## src/rtl/apb_i2c_regif_if.sv

```systemverilog
// APB3 bus bundle between the system interconnect (master) and the I2C register front end (slave).
interface apb_i2c_regif_if #(
  parameter int ADDR_W = 8,
  parameter int DATA_W = 32
) ();
  logic              PSEL;
  logic              PENABLE;
  logic              PWRITE;
  logic [ADDR_W-1:0] PADDR;
  logic [DATA_W-1:0] PWDATA;
  logic [DATA_W-1:0] PRDATA;
  logic              PREADY;
  logic              PSLVERR;

  modport master (
    output PSEL, PENABLE, PWRITE, PADDR, PWDATA,
    input  PRDATA, PREADY, PSLVERR
  );

  modport slave (
    input  PSEL, PENABLE, PWRITE, PADDR, PWDATA,
    output PRDATA, PREADY, PSLVERR
  );
endinterface

```

## src/rtl/apb_i2c_regif.sv

```systemverilog
// Registered APB3 register front end for the I2C core: FIFO ports, CONFIG/TIMEOUT, STATUS, maskable IRQ.
// Optional APB_I2C_REGIF_PSLVERR_EN reports illegal accesses on PSLVERR; otherwise PSLVERR stays 0.
module apb_i2c_regif #(
  parameter int DATA_W = 32,
  parameter int ADDR_W = 8,
  parameter int CFG_W  = 14,
  parameter int TO_W   = 14,
  parameter int RD_LAT = 1
) (
  input  logic              PCLK,
  input  logic              PRESETn,
  apb_i2c_regif_if.slave    apb,
  output logic [DATA_W-1:0] TX_WDATA,
  output logic              TX_WR_EN,
  input  logic              TX_FULL,
  input  logic              TX_EMPTY,
  input  logic [DATA_W-1:0] RX_RDATA,
  output logic              RX_RD_EN,
  input  logic              RX_EMPTY,
  input  logic              I2C_ERROR,
  output logic [CFG_W-1:0]  CFG_OUT,
  output logic [TO_W-1:0]   TIMEOUT_OUT,
  output logic              IRQ
);
  typedef enum logic [1:0] {S_IDLE, S_DECODE, S_WAIT, S_RESP} state_e;

  localparam logic [ADDR_W-1:0] A_TXDATA = ADDR_W'(8'h00);
  localparam logic [ADDR_W-1:0] A_RXDATA = ADDR_W'(8'h04);
  localparam logic [ADDR_W-1:0] A_CONFIG = ADDR_W'(8'h08);
  localparam logic [ADDR_W-1:0] A_TMOUT  = ADDR_W'(8'h0C);
  localparam logic [ADDR_W-1:0] A_STATUS = ADDR_W'(8'h10);
  localparam logic [ADDR_W-1:0] A_INTEN  = ADDR_W'(8'h14);
  localparam logic [ADDR_W-1:0] A_INTST  = ADDR_W'(8'h18);

  state_e            state_q, state_d;
  logic [2:0]        cnt_q, cnt_d;
  logic              err_q, err_d;
  logic [DATA_W-1:0] prdata_q, prdata_d;
  logic              pready_q, pready_d;
  logic              pslverr_q, pslverr_d;
  logic              tx_wr_en_q, tx_wr_en_d;
  logic [DATA_W-1:0] tx_wdata_q, tx_wdata_d;
  logic [CFG_W-1:0]  cfg_q, cfg_d;
  logic [TO_W-1:0]   to_q, to_d;
  logic [2:0]        int_en_q, int_en_d;
  logic [2:0]        int_stat_q, int_stat_d;
  logic              tx_empty_q, rx_empty_q, i2c_err_q;
  logic              irq_q, irq_d;

  logic [ADDR_W-1:0] addr;
  logic              is_tx, is_rx, is_cfg, is_to, is_stat, is_ien, is_ist;
  logic              acc_err, rx_read_ok, err_now, to_resp, commit;
  logic [DATA_W-1:0] rd_mux;
  logic [2:0]        int_set, w1c;
  logic              unused_addr_lsb;

  assign unused_addr_lsb = ^apb.PADDR[1:0];

  // Address decode and access legality; PADDR/PWRITE are stable for the whole transfer.
  always_comb begin
    addr    = {apb.PADDR[ADDR_W-1:2], 2'b00};
    is_tx   = (addr == A_TXDATA);
    is_rx   = (addr == A_RXDATA);
    is_cfg  = (addr == A_CONFIG);
    is_to   = (addr == A_TMOUT);
    is_stat = (addr == A_STATUS);
    is_ien  = (addr == A_INTEN);
    is_ist  = (addr == A_INTST);
    acc_err = !(is_tx || is_rx || is_cfg || is_to || is_stat || is_ien || is_ist);
    if (is_tx && (!apb.PWRITE || TX_FULL)) acc_err = 1'b1;
    if (is_rx && (apb.PWRITE || RX_EMPTY)) acc_err = 1'b1;
    if (is_stat && apb.PWRITE)             acc_err = 1'b1;
    rx_read_ok = is_rx && !apb.PWRITE && !RX_EMPTY;
    rd_mux = '0;
    if (is_rx)        rd_mux = RX_RDATA;
    else if (is_cfg)  rd_mux[CFG_W-1:0] = cfg_q;
    else if (is_to)   rd_mux[TO_W-1:0]  = to_q;
    else if (is_stat) rd_mux[3:0] = {I2C_ERROR, TX_FULL, RX_EMPTY, TX_EMPTY};
    else if (is_ien)  rd_mux[2:0] = int_en_q;
    else if (is_ist)  rd_mux[2:0] = int_stat_q;
  end

  always_comb begin
    state_d    = state_q;
    cnt_d      = cnt_q;
    err_d      = err_q;
    prdata_d   = '0;
    pready_d   = 1'b0;
    pslverr_d  = 1'b0;
    tx_wr_en_d = 1'b0;
    tx_wdata_d = tx_wdata_q;
    cfg_d      = cfg_q;
    to_d       = to_q;
    int_en_d   = int_en_q;
    w1c        = 3'b000;
    RX_RD_EN   = 1'b0;
    to_resp    = 1'b0;
    commit     = 1'b0;
    // Legality is frozen in DECODE: popping the last RX entry may raise RX_EMPTY during WAIT.
    err_now    = (state_q == S_DECODE) ? acc_err : err_q;

    case (state_q)
      S_IDLE: begin
        if (apb.PSEL && !apb.PENABLE) state_d = S_DECODE;
      end
      S_DECODE: begin
        err_d = acc_err;
        if (!apb.PSEL) begin
          state_d = S_IDLE;
        end else if (rx_read_ok) begin
          RX_RD_EN = 1'b1;
          cnt_d    = 3'(RD_LAT);
          if (RD_LAT == 0) to_resp = 1'b1;
          else             state_d = S_WAIT;
        end else begin
          to_resp = 1'b1;
        end
      end
      S_WAIT: begin
        cnt_d = cnt_q - 3'd1;
        if (!apb.PSEL)          state_d = S_IDLE;
        else if (cnt_d == 3'd0) to_resp = 1'b1;
      end
      S_RESP: begin
        state_d = S_IDLE;
        commit  = apb.PSEL && apb.PWRITE && !err_q;
        if (commit && is_cfg) cfg_d    = apb.PWDATA[CFG_W-1:0];
        if (commit && is_to)  to_d     = apb.PWDATA[TO_W-1:0];
        if (commit && is_ien) int_en_d = apb.PWDATA[2:0];
        if (commit && is_ist) w1c      = apb.PWDATA[2:0];
      end
      default: state_d = S_IDLE;
    endcase

    if (to_resp) begin
      state_d  = S_RESP;
      pready_d = 1'b1;
      if (!err_now && !apb.PWRITE) prdata_d = rd_mux;
      if (!err_now && apb.PWRITE && is_tx) begin
        tx_wr_en_d = 1'b1;
        tx_wdata_d = apb.PWDATA;
      end
`ifdef APB_I2C_REGIF_PSLVERR_EN
      pslverr_d = err_now;
`else
      pslverr_d = 1'b0;
`endif
    end

    int_set    = {I2C_ERROR & ~i2c_err_q, ~RX_EMPTY & rx_empty_q, TX_EMPTY & ~tx_empty_q};
    int_stat_d = (int_stat_q & ~w1c) | int_set;
    irq_d      = |(int_stat_q & int_en_q);
  end

  always_ff @(posedge PCLK or negedge PRESETn) begin
    if (!PRESETn) begin
      state_q    <= S_IDLE;
      cnt_q      <= 3'd0;
      err_q      <= 1'b0;
      prdata_q   <= '0;
      pready_q   <= 1'b0;
      pslverr_q  <= 1'b0;
      tx_wr_en_q <= 1'b0;
      tx_wdata_q <= '0;
      cfg_q      <= '0;
      to_q       <= '0;
      int_en_q   <= 3'b000;
      int_stat_q <= 3'b000;
      tx_empty_q <= 1'b0;
      rx_empty_q <= 1'b0;
      i2c_err_q  <= 1'b0;
      irq_q      <= 1'b0;
    end else begin
      state_q    <= state_d;
      cnt_q      <= cnt_d;
      err_q      <= err_d;
      prdata_q   <= prdata_d;
      pready_q   <= pready_d;
      pslverr_q  <= pslverr_d;
      tx_wr_en_q <= tx_wr_en_d;
      tx_wdata_q <= tx_wdata_d;
      cfg_q      <= cfg_d;
      to_q       <= to_d;
      int_en_q   <= int_en_d;
      int_stat_q <= int_stat_d;
      tx_empty_q <= TX_EMPTY;
      rx_empty_q <= RX_EMPTY;
      i2c_err_q  <= I2C_ERROR;
      irq_q      <= irq_d;
    end
  end

  assign apb.PRDATA  = prdata_q;
  assign apb.PREADY  = pready_q;
  assign apb.PSLVERR = pslverr_q;
  assign TX_WR_EN    = tx_wr_en_q;
  assign TX_WDATA    = tx_wdata_q;
  assign CFG_OUT     = cfg_q;
  assign TIMEOUT_OUT = to_q;
  assign IRQ         = irq_q;
endmodule

```

## src/flat_wrapper.sv

```systemverilog
// flat-port wrapper written by rule: the top's interface ports become plain ports
module apb_i2c_regif_flat 
#(
  parameter int DATA_W = 32,
  parameter int ADDR_W = 8,
  parameter int CFG_W  = 14,
  parameter int TO_W   = 14,
  parameter int RD_LAT = 1
)
  (PCLK, PRESETn, TX_WDATA, TX_WR_EN, TX_FULL, TX_EMPTY, RX_RDATA, RX_RD_EN, RX_EMPTY, I2C_ERROR, CFG_OUT, TIMEOUT_OUT, IRQ, apb_PSEL, apb_PENABLE, apb_PWRITE, apb_PADDR, apb_PWDATA, apb_PRDATA, apb_PREADY, apb_PSLVERR);
  apb_i2c_regif_if #(.ADDR_W(ADDR_W), .DATA_W(DATA_W)) apb_i ();
  input  logic PCLK;
  input  logic PRESETn;
  output logic [DATA_W-1:0] TX_WDATA;
  output logic TX_WR_EN;
  input  logic TX_FULL;
  input  logic TX_EMPTY;
  input  logic [DATA_W-1:0] RX_RDATA;
  output logic RX_RD_EN;
  input  logic RX_EMPTY;
  input  logic I2C_ERROR;
  output logic [CFG_W-1:0] CFG_OUT;
  output logic [TO_W-1:0] TIMEOUT_OUT;
  output logic IRQ;
  input wire logic [$bits(apb_i.PSEL)-1:0] apb_PSEL;
  input wire logic [$bits(apb_i.PENABLE)-1:0] apb_PENABLE;
  input wire logic [$bits(apb_i.PWRITE)-1:0] apb_PWRITE;
  input wire logic [$bits(apb_i.PADDR)-1:0] apb_PADDR;
  input wire logic [$bits(apb_i.PWDATA)-1:0] apb_PWDATA;
  output wire logic [$bits(apb_i.PRDATA)-1:0] apb_PRDATA;
  output wire logic [$bits(apb_i.PREADY)-1:0] apb_PREADY;
  output wire logic [$bits(apb_i.PSLVERR)-1:0] apb_PSLVERR;
  assign apb_i.PSEL = apb_PSEL;
  assign apb_i.PENABLE = apb_PENABLE;
  assign apb_i.PWRITE = apb_PWRITE;
  assign apb_i.PADDR = apb_PADDR;
  assign apb_i.PWDATA = apb_PWDATA;
  assign apb_PRDATA = apb_i.PRDATA;
  assign apb_PREADY = apb_i.PREADY;
  assign apb_PSLVERR = apb_i.PSLVERR;
  apb_i2c_regif #(.DATA_W(DATA_W), .ADDR_W(ADDR_W), .CFG_W(CFG_W), .TO_W(TO_W), .RD_LAT(RD_LAT)) u_core (.PCLK(PCLK), .PRESETn(PRESETn), .apb(apb_i), .TX_WDATA(TX_WDATA), .TX_WR_EN(TX_WR_EN), .TX_FULL(TX_FULL), .TX_EMPTY(TX_EMPTY), .RX_RDATA(RX_RDATA), .RX_RD_EN(RX_RD_EN), .RX_EMPTY(RX_EMPTY), .I2C_ERROR(I2C_ERROR), .CFG_OUT(CFG_OUT), .TIMEOUT_OUT(TIMEOUT_OUT), .IRQ(IRQ));
endmodule
```

## config.mk

```make
export PLATFORM = sky130hd
export DESIGN_NAME = apb_i2c_regif_flat
export DESIGN_NICKNAME = d
export VERILOG_FILES = /design/src/rtl/apb_i2c_regif_if.sv /design/src/rtl/apb_i2c_regif.sv /design/src/flat_wrapper.sv
export SDC_FILE = /design/constraint.sdc
export NUM_CORES = 1
export LEC_CHECK = 0
export CAP_MARGIN = 20
export CORE_AREA = 2 2 130 101
export CTS_CLUSTER_SIZE = 14
export DETAILED_ROUTE_END_ITERATION = 8
export DIE_AREA = 0 0 132 103
export GPL_TIMING_DRIVEN = 0
export MAX_ROUTING_LAYER = met4
export PLACE_DENSITY = 0.84
export SLEW_MARGIN = 20
export SYNTH_ARGS = -nofsm -noshare
export SYNTH_HDL_FRONTEND = slang
export SYNTH_SLANG_ARGS = --single-unit
```

## constraint.sdc

```tcl
create_clock -name PCLK -period 2.5 [get_ports PCLK]
set_input_delay 0.375 -clock PCLK [delete_from_list [all_inputs] [get_ports PCLK]]
set_output_delay 0.375 -clock PCLK [all_outputs]
set_load 0.02 [all_outputs]
```

==> results of run 1 <==
-- path summary, 6_finish.rpt --
path / endpoint / slack [ns] / depth (start not counted)
max reg2reg: u_core.TX_WDATA[8] / 0.10 / 9
min: u_core.int_stat_q[0] / 0.43 / 1
max in group asynchronous: u_core.TX_WDATA[9] / 1.33 / 3
min reg2reg: u_core.int_stat_q[0] / 0.43 / 1
max: u_core.TX_WDATA[8] / 0.05 / 8
min in group asynchronous: u_core.TX_WDATA[27] / 0.46 / 2
-- metal layers --
| layer | global-route usage (%) | wire length, um |
|---|---|---|
| met5 | - | 0 |
| met2 | 33.25 | 6474 |
| met3 | 5.605 | 873 |
| met1 | 25.18 | 5618 |
| met4 | 6.856 | 255 |
-- power by group through the flow --
stage | clock network, mW | logic [mW] | registers [mW]
2_1_floorplan | 0 | 0.336 | 1.95
3_3_place_gp | 0 | 0.633 | 1.92
3_5_place_dp | 0 | 0.690 | 1.93
4_1_cts | 1.54 | 0.716 | 1.89
5_1_grt | 1.61 | 0.934 | 1.91
6_report | 1.49 | 0.853 | 1.90
-- cell type report --
class | count | area share, %
inverter | 11 | 0.5685
tap | 171 | 2.946
buffer | 19 | 1.740
clock buffer | 12 | 3.669
timing repair buffer | 184 | 25.27
multi-input combinational | 228 | 27.30
clock inverter | 3 | 0.5857
sequential | 110 | 37.92
-- metrics by stage --
step | utilization (%) | hold slack, ns | TNS [ns] | setup WS (ns) | cell area (sq um)
final | 58.21 | 0.4347 | 0 | 0.04989 | 7263
after global routing | 58.21 | 0.4667 | -0.05134 | -0.008294 | 7263
after CTS | 57.22 | 0.4272 | 0 | 0.02388 | 7139
after detailed placement | 54.46 | 0.2591 | -51.94 | -0.8274 | 6795
after global placement | 54.23 | 0.4065 | -367.14 | -2.946 | 6766
after floorplan | - | 0.07941 | 0 | 0.1654 | 4821
-- sequential cells by signal, indices dropped and copies added, names as in the netlist, 2 cells and up --
register and cells:
u_core.TX_WDATA 32, u_core.apb.PRDATA 32, u_core.CFG_OUT 14, u_core.TIMEOUT_OUT 14
u_core.cnt_q 3, u_core.int_en_q 3, u_core.int_stat_q 3, u_core.state_q 2
-- synthesized netlist by cell type, types with 2 or more instances --
| library cell | count |
|---|---|
| a31oi_1 | 3 |
| nor4_2 | 2 |
| mux2_1 | 2 |
| buf_2 | 6 |
| buf_6 | 3 |
| a2111oi_0 | 2 |
| mux2i_1 | 4 |
| nand2b_1 | 2 |
| nor4_1 | 3 |
| mux2_2 | 41 |
| or4_1 | 3 |
| o21ai_0 | 13 |
| nand4_1 | 3 |
| inv_1 | 11 |
| nand2_1 | 21 |
| mux2_4 | 30 |
| clkbuf_1 | 8 |
| nor3_1 | 12 |
| nor2_1 | 21 |
| nor2b_1 | 4 |
| a21oi_1 | 4 |
| dfrtp_1 | 110 |
| or3_1 | 2 |
| and2_1 | 19 |
| ha_1 | 7 |
| nand3_1 | 3 |
| a22oi_1 | 10 |
| buf_1 | 2 |
-- cells by family after synthesis --
group / count (synthesis)
flip-flops: 110
AND/OR/NAND/NOR: 101
multiplexers: 77
AO/OA/AOI/OAI: 42
buffers and inverters: 31
adder cells (fa/ha/maj): 7
other: 1
-- what timing repair did --
| item | 4_1_cts | 5_1_grt |
|---|---|---|
| endpoints found under the setup margin | 73 | 66 |
| buffers inserted | 1 | 8 |
| hold buffers | 1 | 0 |
| gates resized for setup | 14 | 17 |
| hold endpoints to repair | 26 | 0 |
| pin swaps | 2 | 6 |
==> metrics.md, run 1 <==
| Metric | Value |
|---|---|
| Clk sink count | 110 |
| Pre-Repair DR Iteration Count | 4 |
| Clock buffer depth | 2 |
| Multi-input gate area | a little under 2000 sq um |
| Largest net degree at the start of global routing | 85 |
| Mapped Nets | approximately 460 |
| Vias per cell | 5.039 |
| Top cell type's share of synthesized area | between 50% and 60% |
| Seq/Total Area, Yosys | between 50% and 60% |
| Most frequent cells in the layout | clkdlybuf4s50_1 (166), dfrtp_1 (109), mux2_2 (41), mux2_4 (30), nand2_1 (21) |
| Initial Util | about 39% |
| Share of total power in the clock network | between 30% and 40% |
| RR Startpoint | u_core.state_q[0] |
| IO buf count | ~170 |
| Fillers | between 900 and 1,000 |
| Largest family of logic cells by synthesized area | multiplexers |
| Max cap viols | 0 |
| Commonest non-fill, non-tap cell in the layout | clkdlybuf4s50_1 |
| Crit Path Class | in -> reg |
| Synthesis Warnings | 0 |
| Max stage delay on crit path | slightly below 0.5 ns |
| I/O pins | roughly 180 |
| Post-Place Cells | ~710 |
| H-Tree Depth | 3 |
| Setup crit end kind | flop |
| CP Buf/Inv Count | 3 |
| Synth cell types | between 40 and 50 |
| Data arrival, critical path | around 2.7 ns |
| Hold Crit Class | reg -> reg |
| Simple-gate share of the synthesized area | 11.11% |
| Drt drc | 0 |
| Final Cycle Share | 98.00% |
| Final HPWL DP | 9498 um |
| Switching part of the total | 26.37% |
| Crit-path cells | clkdlybuf4s50_1, nor2_1, a2111o_1, a41oi_4, or3_1, clkbuf_4, buf_8, mux2_4 |
| GPL Wtd Cong | ~0.90 |
| Antenna diodes | 0 |
| Worst slew pin tran | between 0.6 and 0.7 ns |
| Hold path start | u_core.tx_empty_q |
| First-pass GRT wire length | around 21,000 um |
| Int Pwr | 3.121 mW |
| Top cell type by total area after synthesis | dfrtp_1 |
| Clk slew on worst S/H paths | ~0.070 ns |
| Row count | 36 |
| Top cells by area, synth | dfrtp_1 (57%), mux2_2 (9.6%), mux2_4 (9.3%) |
| Pins Over Slew Limit | 0 |
| Post-synth top flop | dfrtp_1 |
| Multiplexer area fraction after synthesis | between 20% and 30% |
| Antenna viol nets, final | 0 |
| Total CTS buffers | 9 |
| Die ar. | ~14,000 sq um |
| Worst Setup SP | RX_EMPTY |
| Xor/xnor share of the synthesized area | 0% |
| Combinational share of power | 20.1% |
| Die height | ~100 um |
| Total power | 4.239 mW |
| Vias in the first global route | 3,940 |
| Adder-Cell Fraction of Synth Area | ~1.8% |
| CP max stage cell | clkdlybuf4s50_1 |
| Fin cells | ~740 |
| Post-synth EDFFs | 0 |
| Routed wire length | 13,220 um |
| Status | complete, no violations |
| Fmax | 408.1 MHz |
| Initial antenna violation count | 0 |
| CP max FO | 10 |
| Leakage power | ~3.4 nW |
| Synth Area per Inst | about 13 sq um |
| Tmin final | approximately 2.5 ns |
| Peak supply drop | ~350 uV |
| Fraction of registers with async set/reset | 100.0% |
| Layout cell share with drive strength beyond 1 | between 20% and 30% |
| Die width | about 130 um |
| Post-Syn Area | 4821 sq um |
| PD cells | just under 600 nW/um^2 |
| Rel. slew slack | 54.70% |
| Via Count | 3,719 |
| Core area | 12,480 sq um |
| Req. time, crit path | ~2.7 ns |
| Post-Synthesis Cells | approximately 370 |
| Switching component of the power | 1.118 mW |
| GR Util All Layers | about a fifth |
| Sequential Power Share | between 40% and 50% |
| Overflow after GRT | 0 |
| P&R area growth vs syn | 50.66% |
| CTS root buf | clkbuf_16 |
| Register area | 2754 sq um |
| CP top delay family | buffers and inverters |
| Skew-Pair Late Insertion Delay | between 0.3 and 0.4 ns |
| Setup Skew | 0.004510 ns |
| Compound-Gate Fraction of Synth Area | roughly 6.6% |
| Final setup fails | 0 |
| TritonCTS clock tree | yes |
| WL per Instance | roughly 18 um |
| Drt first-iter violations | around 170 |
| Synth Register Bits | between 100 and 150 |
| CP startpoint kind | primary input |
| Final Hold Vio Count | 0 |
| Final nets | about 650 |
(Power assumes the default switching activity.)
==> inputs of run 2 (changes only) <==
- GPL_ROUTABILITY_DRIVEN: default -> 0
==> results of run 2 <==
The final DEF is identical to that of run 1; final timing and power are the same.
==> inputs of run 3 (changes only) <==
- CTS_CLUSTER_SIZE: 14 -> 12
- SLEW_MARGIN: 20 -> default
==> metrics.md, run 3 (synthesized netlist as in run 1, its figures left out) <==
| Metric | Value |
|---|---|
| I/O pins | 178 (unchanged) |
| Final worst slack | 0.04994 ns (+0.00005040 ns) |
| Final HPWL DP | 9472 um (-0.27%) |
| Crit-path cells | clkdlybuf4s50_1, nor2_1, a2111o_1, a41oi_4, or3_1, buf_4, buf_6, mux2_4 |
| Uppermost layer routed | met4 |
| Drt drc | 0 (unchanged) |
| Antenna viol nets, final | 0 (unchanged) |
| Status | complete, no violations |
| Initial Util | 38.64% (unchanged) |
| Final setup fails | 0 (unchanged) |
| Final design utilization | 57.62% (-0.59 points) |
| GR Util All Layers | 20.43% (-0.085 points) |
| Clock buffer depth | 2 (unchanged) |
| Most frequent cells in the layout | clkdlybuf4s50_1 (166), dfrtp_1 (109), mux2_2 (41), mux2_4 (30), nand2_1 (21) |
| Pre-CTS WS | -0.8266 ns (+0.0007890 ns) |
| WL per Instance | 18.04 um (+0.67%) |
| Overflow after GRT | 0 (unchanged) |
| Core area | 12,480 sq um (unchanged) |
| Pre-Repair DR Iteration Count | 5 (+1) |
| Max cap viols | 0 (unchanged) |
| CP Buf/Inv Count | 3 (unchanged) |
| Die width | 132 um (unchanged) |
| Setup Skew | 0.004294 ns (-0.0002157 ns) |
| Via Count | 3,729 (+0.27%) |
| H-Tree Depth | 3 (unchanged) |
| Skew-Pair Late Insertion Delay | 0.35 ns (about the same) |
| IO buf count | 173 (unchanged) |
| Die height | 103 um (unchanged) |
| Clk slew on worst S/H paths | 0.07 ns (about the same) |
| Total CTS buffers | 9 (unchanged) |
| # hold bufs at CTS | 0 (-1) |
| Hold Slack | 0.1530 ns (-0.2818 ns) |
| Worst Setup SP | RX_EMPTY |
| Metal2 WL | 6465 um (-0.14%) |
| Fin cells | 737 (-0.14%) |
| Largest net degree at the start of global routing | 72 (-15%) |
| Row count | 36 (unchanged) |
| P&R area growth vs syn | 49.13% |
| Final Cycle Share | 98.00% (about the same) |
| Req. time, crit path | 2.73 ns (about the same) |
| Fmax | 408.2 MHz (about the same) |
| Die ar. | 13,600 sq um (unchanged) |
| CTS root buf | clkbuf_16 |
| Fin Setup TNS | 0 ns (unchanged) |
| Hold Crit Class | in -> async |
| Tmin final | 2.450 ns (-0.00005040 ns) |
| Routed wire length | 13,290 um (+0.54%) |
| Vias per cell | 5.060 (+0.40%) |
| Commonest non-fill, non-tap cell in the layout | clkdlybuf4s50_1 |
| Crit Path Class | in -> reg |
| Final Hold Vio Count | 0 (unchanged) |
| Worst slew pin tran | 0.9236 ns (+0.2442 ns) |
| Rel. slew slack | 38.43% (-16 points) |
| Clk sink count | 110 (unchanged) |
| Leakage power | 3.324 nW (-1.2%) |
| Post-Place Cells | 714 (unchanged) |
| CP startpoint kind | primary input |
| Initial antenna violation count | 0 (unchanged) |
| Antenna diodes | 0 (unchanged) |
| First-pass GRT wire length | 20,770 um (-0.43%) |
| RR Startpoint | u_core.state_q[0] |
| Wl on met1 | 5551 um (-1.2%) |
| CP max FO | 10 (unchanged) |
| Layout cell share with drive strength beyond 1 | 21.55% (-0.14 points) |
| Drt first-iter violations | 182 (+7.7%) |
| Peak supply drop | 333.4 uV (-4.9%) |
| PD cells | 568.5 nW/um^2 (-2.6%) |
| WL met3 | 964 um (+10%) |
| Final instance area | 7189 sq um (-1.0%) |
| Placed Area | 6784 sq um (-0.17%) |
| Total power | 4.087 mW (-3.6%) |
| Final nets | 649 (-0.31%) |
| Setup crit end kind | flop |
| TritonCTS clock tree | yes |
| Pins Over Slew Limit | 0 (unchanged) |
| CP top delay family | buffers and inverters |
| Data arrival, critical path | 2.68 ns (about the same) |
| Vias in the first global route | 3,863 (-2.0%) |
| CP max stage cell | clkdlybuf4s50_1 |
| Max stage delay on crit path | 0.56 ns (+0.07 ns) |
==> run 3: final cells by class <==
cell class	instances	area, sq um
plain buffers	19	121.4
clock buffers	10	239.0
clock inverters	6	37.54
fillers	1015	5288
inverters	11	41.29
multi-input cells	228	1981
flip-flops and latches	110	2754
well taps	171	214.0
repair buffers	182	1802
==> run 3: final timing paths <==
check,end,slack (ns),depth (start not counted)
setup / recovery,u_core.TX_WDATA[30],0.05,8
hold / removal,u_core.TX_WDATA[27],0.15,1
setup reg to reg,u_core.TX_WDATA[9],0.06,9
hold reg to reg,u_core.int_stat_q[0],0.44,1
max in group asynchronous,u_core.apb.PRDATA[23],1.60,2
min in group PCLK,u_core.int_stat_q[0],0.44,1
==> run 3: repair_timing <==
item	CTS	global route
pin swaps	1	5
gates resized for setup	14	15
buffers inserted	1	7
hold endpoints to repair	0	0
endpoints found under the setup margin	73	52
==> run 3: per-layer routing <==
| layer | global-route usage [%] | up-vias |
|---|---|---|
| li1 | - | 1679 |
| met1 | 24.69 | 1838 |
| met2 | 32.49 | 176 |
| met3 | 6.441 | 36 |
| met4 | 7.692 | 0 |
| met5 | - | - |
==> run 3: worst reg2reg max path: stages, from the launching register on <==
cell	delay, ns
dfrtp_1	0.41
inv_2	0.09
ha_1	0.33
nand4_1	0.14
nor3_2	0.21
nor2_4	0.10
or3_1	0.38
buf_4	0.18
buf_8	0.17
mux2_4	0.31
==> run 3: power by group <==
group	switching, mW	internal (mW)	leakage (nW)
combinational	0.436	0.406	1.70
clock	0.650	0.698	0.130
sequential	0.0478	1.85	1.50
total	1.13	2.95	3.32
